==> config.mk <==
export PLATFORM = sky130hd
export DESIGN_NAME = ahb_slave_bridge
export DESIGN_NICKNAME = d
export VERILOG_FILES = /design/src/rtl/ahb_pkg.sv /design/src/rtl/ahb_burst_addr_gen.sv /design/src/rtl/ahb_slave_bridge.sv
export SDC_FILE = /design/constraint.sdc
export NUM_CORES = 1
export LEC_CHECK = 0
export BUFFER_PORTS_ARGS = -buffer_cell sky130_fd_sc_hd__clkbuf_2
export CAP_MARGIN = 20
export CORE_UTILIZATION = 50
export CTS_CLUSTER_SIZE = 30
export DETAILED_ROUTE_END_ITERATION = 10
export PLACE_DENSITY = 0.8
export SETUP_SLACK_MARGIN = 0.05
export SYNTH_ARGS = -nofsm -noshare
export SYNTH_HDL_FRONTEND = slang
export SYNTH_HIERARCHICAL = 1
export SYNTH_SLANG_ARGS = --single-unit
==> constraint.sdc <==
create_clock -name ahb_clk_in -period 12.3 [get_ports ahb_clk_in]
set_clock_uncertainty 0.2 [all_clocks]
set_input_delay 1.845 -clock ahb_clk_in [delete_from_list [all_inputs] [get_ports ahb_clk_in]]
set_output_delay 1.845 -clock ahb_clk_in [all_outputs]
set_load 0.02 [all_outputs]
==> src/rtl/ahb_pkg.sv <==
// Shared AHB encodings, bridge FSM states and burst helpers.
// Latency: n/a (types and pure functions only).
// Backpressure: n/a.
package ahb_pkg;

  localparam logic [1:0] TRANS_IDLE   = 2'b00;
  localparam logic [1:0] TRANS_BUSY   = 2'b01;
  localparam logic [1:0] TRANS_NONSEQ = 2'b10;
  localparam logic [1:0] TRANS_SEQ    = 2'b11;

  localparam logic [2:0] BURST_SINGLE = 3'd0;
  localparam logic [2:0] BURST_INCR   = 3'd1;
  localparam logic [2:0] BURST_WRAP4  = 3'd2;
  localparam logic [2:0] BURST_INCR4  = 3'd3;
  localparam logic [2:0] BURST_WRAP8  = 3'd4;
  localparam logic [2:0] BURST_INCR8  = 3'd5;
  localparam logic [2:0] BURST_WRAP16 = 3'd6;
  localparam logic [2:0] BURST_INCR16 = 3'd7;

  typedef enum logic [1:0] {
    ST_IDLE   = 2'd0,
    ST_ACCESS = 2'd1,
    ST_ERR1   = 2'd2,
    ST_ERR2   = 2'd3
  } state_t;

  // 0 means an unbounded burst (SINGLE / INCR).
  function automatic logic [4:0] burst_beats(input logic [2:0] burst);
    logic [4:0] beats;
    beats = 5'd0;
    case (burst)
      BURST_WRAP4,  BURST_INCR4:  beats = 5'd4;
      BURST_WRAP8,  BURST_INCR8:  beats = 5'd8;
      BURST_WRAP16, BURST_INCR16: beats = 5'd16;
      default:                    beats = 5'd0;
    endcase
    return beats;
  endfunction

  function automatic logic is_wrap(input logic [2:0] burst);
    return (burst == BURST_WRAP4) || (burst == BURST_WRAP8) || (burst == BURST_WRAP16);
  endfunction

  function automatic logic [6:0] size_mask(input logic [2:0] size);
    return (7'd1 << size) - 7'd1;
  endfunction

endpackage

==> src/rtl/ahb_burst_addr_gen.sv <==
// Burst tracker: expected next address and remaining beat count of the open burst.
// Latency: state updates on the accepting edge; next_addr is registered.
// Backpressure: none; load/advance are qualified by the caller.
module ahb_burst_addr_gen
  import ahb_pkg::*;
#(
  parameter int AHB_ADDR_WIDTH = 32
) (
  input  logic                      ahb_clk_in,
  input  logic                      ahb_rstn_in,
  input  logic                      load,
  input  logic                      advance,
  input  logic                      abort,
  input  logic [AHB_ADDR_WIDTH-1:0] addr,
  input  logic [2:0]                burst,
  input  logic [2:0]                size,
  output logic                      burst_open,
  output logic [AHB_ADDR_WIDTH-1:0] next_addr
);

  localparam int AW = AHB_ADDR_WIDTH;

  logic          open_q;
  logic          bounded_q;
  logic [4:0]    cnt_q;
  logic [2:0]    burst_q;
  logic [2:0]    size_q;
  logic [AW-1:0] next_q;

  logic [2:0]    cur_burst;
  logic [2:0]    cur_size;
  logic [4:0]    cur_beats;
  logic [AW-1:0] step;
  logic [AW-1:0] incr;
  logic [AW-1:0] wmask;
  logic [AW-1:0] nxt;

  // A NONSEQ brings its own burst/size; SEQ beats reuse the ones captured at the NONSEQ.
  always_comb begin
    cur_burst = load ? burst : burst_q;
    cur_size  = load ? size  : size_q;
    cur_beats = burst_beats(cur_burst);
    step      = AW'(1) << cur_size;
    incr      = addr + step;
    wmask     = (AW'(cur_beats) << cur_size) - AW'(1);
    nxt       = is_wrap(cur_burst) ? ((addr & ~wmask) | (incr & wmask)) : incr;
  end

  always_ff @(posedge ahb_clk_in) begin
    if (!ahb_rstn_in) begin
      open_q    <= 1'b0;
      bounded_q <= 1'b0;
      cnt_q     <= 5'd0;
      burst_q   <= 3'd0;
      size_q    <= 3'd0;
      next_q    <= '0;
    end else if (abort) begin
      open_q <= 1'b0;
    end else if (load) begin
      open_q    <= 1'b1;
      burst_q   <= burst;
      size_q    <= size;
      bounded_q <= (cur_beats != 5'd0);
      cnt_q     <= cur_beats - 5'd1;
      next_q    <= nxt;
    end else if (advance && open_q) begin
      next_q <= nxt;
      if (bounded_q) begin
        if (cnt_q == 5'd1) open_q <= 1'b0;
        cnt_q <= cnt_q - 5'd1;
      end
    end
  end

  assign burst_open = open_q;
  assign next_addr  = next_q;

endmodule

==> src/rtl/ahb_slave_bridge.sv <==
// AHB slave to NUM_CH back-end channels; optional wait timeout under AHB_BRIDGE_TIMEOUT_EN.
// Latency: one address-phase edge, then back-end wait cycles; errors take two cycles.
// Backpressure: HREADYOUT low while the selected channel is not ready.
module ahb_slave_bridge
  import ahb_pkg::*;
#(
  parameter int AHB_DATA_WIDTH   = 32,
  parameter int AHB_ADDR_WIDTH   = 32,
  parameter int NUM_CH           = 2,
  parameter int CH_SEL_LSB       = 12,
  parameter int AHB_WAIT_TIMEOUT = 6
) (
  input  logic                             ahb_clk_in,
  input  logic                             ahb_rstn_in,
  input  logic                             ahb_sel_in,
  input  logic                             ahb_readyin_in,
  input  logic [1:0]                       ahb_trans_in,
  input  logic [2:0]                       ahb_burst_in,
  input  logic [2:0]                       ahb_size_in,
  input  logic                             ahb_write_in,
  input  logic [AHB_ADDR_WIDTH-1:0]        ahb_addr_in,
  input  logic [AHB_DATA_WIDTH-1:0]        ahb_wdata_in,
  output logic [AHB_DATA_WIDTH-1:0]        ahb_rdata_out,
  output logic                             ahb_ready_out,
  output logic                             ahb_resp_out,
  output logic [NUM_CH-1:0]                other_sel_out,
  output logic [AHB_ADDR_WIDTH-1:0]        other_addr_out,
  output logic                             other_write_out,
  output logic [2:0]                       other_size_out,
  output logic [AHB_DATA_WIDTH-1:0]        other_wdata_out,
  input  logic [NUM_CH*AHB_DATA_WIDTH-1:0] other_rdata_in,
  input  logic [NUM_CH-1:0]                other_ready_in,
  input  logic [NUM_CH-1:0]                other_error_in
);

  localparam int AW       = AHB_ADDR_WIDTH;
  localparam int DW       = AHB_DATA_WIDTH;
  localparam int MAX_SIZE = $clog2(DW / 8);

  state_t        state_q, state_d;
  logic [2:0]    ch_q;
  logic [AW-1:0] addr_q;
  logic          write_q;
  logic [2:0]    size_q;
  logic [DW-1:0] wdata_q;
  logic          first_q;

  logic          sel_ready, sel_err;
  logic [DW-1:0] sel_rdata;
  logic          done_ok, done_err, timeout;
  logic          can_accept, hit, acc, illegal, legal;
  logic [AW-1:0] ch_upper;
  logic          burst_open;
  logic [AW-1:0] exp_addr;

  always_comb begin
    sel_ready = 1'b0;
    sel_err   = 1'b0;
    sel_rdata = '0;
    for (int c = 0; c < NUM_CH; c++) begin
      if (ch_q == 3'(c)) begin
        sel_ready = other_ready_in[c];
        sel_err   = other_error_in[c];
        sel_rdata = other_rdata_in[c*DW +: DW];
      end
    end
  end

  assign done_ok  = (state_q == ST_ACCESS) && sel_ready && !sel_err;
  assign done_err = (state_q == ST_ACCESS) && sel_ready && sel_err;

`ifdef AHB_BRIDGE_TIMEOUT_EN
  localparam int WCW = $clog2(AHB_WAIT_TIMEOUT + 1);
  logic [WCW-1:0] wait_q;

  assign timeout = (state_q == ST_ACCESS) && !sel_ready &&
                   (wait_q == WCW'(AHB_WAIT_TIMEOUT - 1));

  always_ff @(posedge ahb_clk_in) begin
    if (!ahb_rstn_in)                             wait_q <= '0;
    else if ((state_q == ST_ACCESS) && !sel_ready) wait_q <= wait_q + WCW'(1);
    else                                          wait_q <= '0;
  end
`else
  assign timeout = 1'b0;
`endif

  // Everything above the channel field counts toward the index, so unmapped space errors.
  assign ch_upper   = ahb_addr_in >> CH_SEL_LSB;
  assign can_accept = (state_q == ST_IDLE) || (state_q == ST_ERR2) || done_ok;
  assign hit        = ahb_sel_in && ahb_readyin_in && can_accept;
  assign acc        = hit && ahb_trans_in[1];
  assign illegal    = (ahb_size_in > 3'(MAX_SIZE)) ||
                      ((ahb_addr_in[6:0] & size_mask(ahb_size_in)) != 7'd0) ||
                      (ch_upper >= AW'(NUM_CH)) ||
                      ((ahb_trans_in == TRANS_SEQ) && (!burst_open || (ahb_addr_in != exp_addr)));
  assign legal      = acc && !illegal;

  always_comb begin
    state_d       = state_q;
    ahb_ready_out = 1'b1;
    ahb_resp_out  = 1'b0;
    ahb_rdata_out = '0;
    case (state_q)
      ST_IDLE, ST_ERR2: begin
        ahb_resp_out = (state_q == ST_ERR2);
        state_d      = acc ? (illegal ? ST_ERR1 : ST_ACCESS) : ST_IDLE;
      end
      ST_ACCESS: begin
        ahb_ready_out = done_ok;
        if (done_ok && !write_q) ahb_rdata_out = sel_rdata;
        if (done_ok)                    state_d = acc ? (illegal ? ST_ERR1 : ST_ACCESS) : ST_IDLE;
        else if (done_err || timeout)   state_d = ST_ERR1;
      end
      ST_ERR1: begin
        ahb_ready_out = 1'b0;
        ahb_resp_out  = 1'b1;
        state_d       = ST_ERR2;
      end
      default: state_d = ST_IDLE;
    endcase
  end

  always_ff @(posedge ahb_clk_in) begin
    if (!ahb_rstn_in) begin
      state_q <= ST_IDLE;
      ch_q    <= 3'd0;
      addr_q  <= '0;
      write_q <= 1'b0;
      size_q  <= 3'd0;
      wdata_q <= '0;
      first_q <= 1'b0;
    end else begin
      state_q <= state_d;
      first_q <= legal;
      if (legal) begin
        ch_q    <= ch_upper[2:0];
        addr_q  <= ahb_addr_in;
        write_q <= ahb_write_in;
        size_q  <= ahb_size_in;
      end
      if ((state_q == ST_ACCESS) && first_q) wdata_q <= ahb_wdata_in;
    end
  end

  ahb_burst_addr_gen #(
    .AHB_ADDR_WIDTH(AW)
  ) u_burst (
    .ahb_clk_in (ahb_clk_in),
    .ahb_rstn_in(ahb_rstn_in),
    .load       (legal && (ahb_trans_in == TRANS_NONSEQ)),
    .advance    (legal && (ahb_trans_in == TRANS_SEQ)),
    .abort      ((hit && (ahb_trans_in == TRANS_IDLE)) || (state_d == ST_ERR1)),
    .addr       (ahb_addr_in),
    .burst      (ahb_burst_in),
    .size       (ahb_size_in),
    .burst_open (burst_open),
    .next_addr  (exp_addr)
  );

  always_comb begin
    other_sel_out = '0;
    for (int c = 0; c < NUM_CH; c++) begin
      if ((state_q == ST_ACCESS) && (ch_q == 3'(c))) other_sel_out[c] = 1'b1;
    end
  end

  // Write data is live on the first data-phase cycle, then held from the capture register.
  assign other_wdata_out = ((state_q == ST_ACCESS) && first_q) ? ahb_wdata_in : wdata_q;
  assign other_addr_out  = addr_q;
  assign other_write_out = write_q;
  assign other_size_out  = size_q;

endmodule
==> flow_summary_export.csv <==
group,metric,value,unit
status,status,"completed",
routing,drt_iter0_markers,635,
job,cap_violations,0,
critical_path,startpoint_type,"primary input",
critical_path,critPathArrivalTime,7400,ps
timing,hold_violations,0,
die,start_util,51.4,%
placed_design,detailed_place_hpwl,16400,um
power,power_density,98.7,nW/um^2
synthesis,synth_top_cell_by_area,"dfxtp_1",
cells_and_area,fin_util,64.5,%
hold_path,min-delay-path-class,"reg2reg",
die,die_x,122,um
synthesis,synth_edf_count,0,
synthesis,yosys_warnings,6,
timing,setup_viol,0,
routing,drc_errors,0,
clock_tree,htree_levels,4,
clock_tree,clkLatencyLatePin,430,ps
synthesis,syn_area_per_cell,8.25,um^2
critical_path,end_kind,"flop",
synthesis,synthArstFlopShare,0,%
die,core_area,13900,um^2
global_route,grt_max_degree,78,
routing,wl,22600,um
global_route,grt_usage,29.8,%
clock_tree,cts_setup_buffers,0,
global_route,grt-ovfl-total,0,
clock_tree,cts_tree,"built",
clock_tree,cts_root_buf,"clkbuf_16",
placed_design,placed_area,8420,um^2
synthesis,synth_cell_types,77,
synthesis,ys_ff_latch,116,
placed_design,placedCellCount,1242,
routing,via_count,7538,
timing,max_freq,138,MHz
critical_path,criticalPathCategory,"in2reg",
placed_design,place_ws,4540,ps
clock_tree,cts_resized,0,
cells_and_area,layout.nets,1252,
synthesis,yosysMostFrequentCell,"dfxtp_1",
placed_design,port_buffers,248,
cells_and_area,final_area,8990,um^2
critical_path,critPathMaxFanout,28,
clock_tree,hold_buffers,0,
routing,wl_per_cell,17.7,um
synthesis,synth_seq_area_share,32.4,%
global_route,grt_pass1_wl,34000,um
routing,avgViaCountPerCell,5.90,
placed_design,gp_congestion,1.01,
synthesis,netlist.area_leader.share,32.4,%
synthesis,synth_area,7160,um^2
die,rows,43,
clock_tree,clockBufferDepth,2,
timing,grt_setup_unrepaired,"false",
timing,tightest_slew,977,ps
clock_tree,cts.sinks,116,
die,die_area,14800,um^2
cells_and_area,antenna_cells,0,
timing,slew_headroom,34.8,%
routing,drt-pass1-iter-count,7,
timing,period_share,59.0,%
timing,finalWorstSetupSlack,5040,ps
clock_tree,numCtsBuffers,17,
synthesis,synth_commonest_cells,"dfxtp_1, nor2_1, nand2_1",
power,ir_drop,0.0890,mV
cells_and_area,layout-drive-gt1-share,32.0,%
die,die_h,122,um
synthesis,synthFlopType,"dfxtp_1",
die,boundaryPins,249,
cells_and_area,area_growth_syn_to_layout,25.6,%
global_route,grt_pass1_vias,6472,
routing,postRouteAntennaNets,0,
timing,setup_tns,0,ps
critical_path,worstPathRequired,12440,ps
clock_tree,clk_pin_slew,60,ps
cells_and_area,instances_no_fill,1278,
synthesis,syn_nets,1035,
global_route,antenna_found_initial,0,
timing,slew_viol_final,0,
synthesis,synth_area_leaders,"dfxtp_1, mux2_2, nor2_1",
timing,fin_crit,7260,ps
power,p_leak,3.89,nW
synthesis,netlist_instances,868,
cells in the final DEF (no fill, tap or decap), types with 20 or more instances in the layout:
cell type,n
clkbuf_2,248
dfxtp_1,116
and2_1,35
nand2_1,59
o21ai_0,32
mux2_2,35
a22oi_1,35
and3_1,29
xor2_1,29
a21oi_1,52
xnor2_1,20
nor2_1,85
nand3_1,39
ha_1,21
nor3_1,21
final cells by class:
type,count,area (um^2)
Timing Repair Buffer,259,1340
Clock inverter,14,104
Tap cell,180,225
Clock buffer,18,429
Sequential cell,116,2320
Multi-Input combinational cell,670,4490
Fill cell,1221,4940
Inverter,21,78.8
kinds of logic after synthesis:
group                      count (synthesis)  share of synthesized area, %
buffers and inverters                     82                          4.95
muxes                                     47                          7.44
DFF                                      116                          32.4
xor gates and xnor gates                  49                          5.99
and+or+nand+nor                          333                          23.6
AOI/OAI and AO/OA                        219                          21.6
adders and majority gates                 22                          3.95
worst paths after layout:
kind	from	to	slack [ps]	cells after the start
worst max-delay path	ahb_addr_in[13]	u_burst/next_addr[10]	5040	18
worst min register to register	u_burst/size_q[0]	u_burst/size_q[0]	270	2
worst min-delay path	u_burst/size_q[0]	u_burst/size_q[0]	270	2
worst max register to register	state_q[1]	u_burst/next_addr[10]	6100	18
metrics by stage:
stage | hold slack [ps] | power (mW)
after floorplan | 246 | 0.409
after global placement | 254 | 0.449
after detailed placement | 264 | 0.450
after CTS | 276 | 0.894
after global routing | 291 | 0.919
final | 274 | 0.888
routing by layer:
layer,wire length (um),global-route usage (%),vias to the layer above
li1,-,-,3603
met1,9590,40.0,3510
met2,10200,45.5,381
met3,2110,6.93,44
met4,645,13.4,0
met5,0,0,-
state kept, by name (all words and copies together) (netlist names), 2 cells and up:
name and flops:
ch_q 2, other_addr_out 30, other_size_out 3, state_q 2
u_burst/burst_q 3, u_burst/cnt_q 5, u_burst/next_addr 32, u_burst/size_q 3
wdata_q 32
power breakdown:
| part | leakage (nW) | internal [mW] | switching [mW] | total, mW |
|---|---|---|---|---|
| registers | 0.934 | 0.376 | 0.000289 | 0.376 |
| logic | 2.70 | 0.0283 | 0.0388 | 0.0671 |
| clock network | 0.257 | 0.258 | 0.187 | 0.444 |
| total | 3.89 | 0.662 | 0.226 | 0.888 |
worst max-delay path, stage by stage:
cell and delay, ps:
clkbuf_2 160, nor4_1 450, o211ai_1 180, nor3_1 210, nand2_1 480, inv_1 920, mux2i_1 780, nand2_2 180
nor2_1 190, ha_1 220, fa_1 210, a21oi_1 110, a2bb2oi_1 200, a21oi_1 210, and3_1 180, o31ai_1 90
or4_1 490, a311oi_1 270
(Power assumes the default switching activity.)
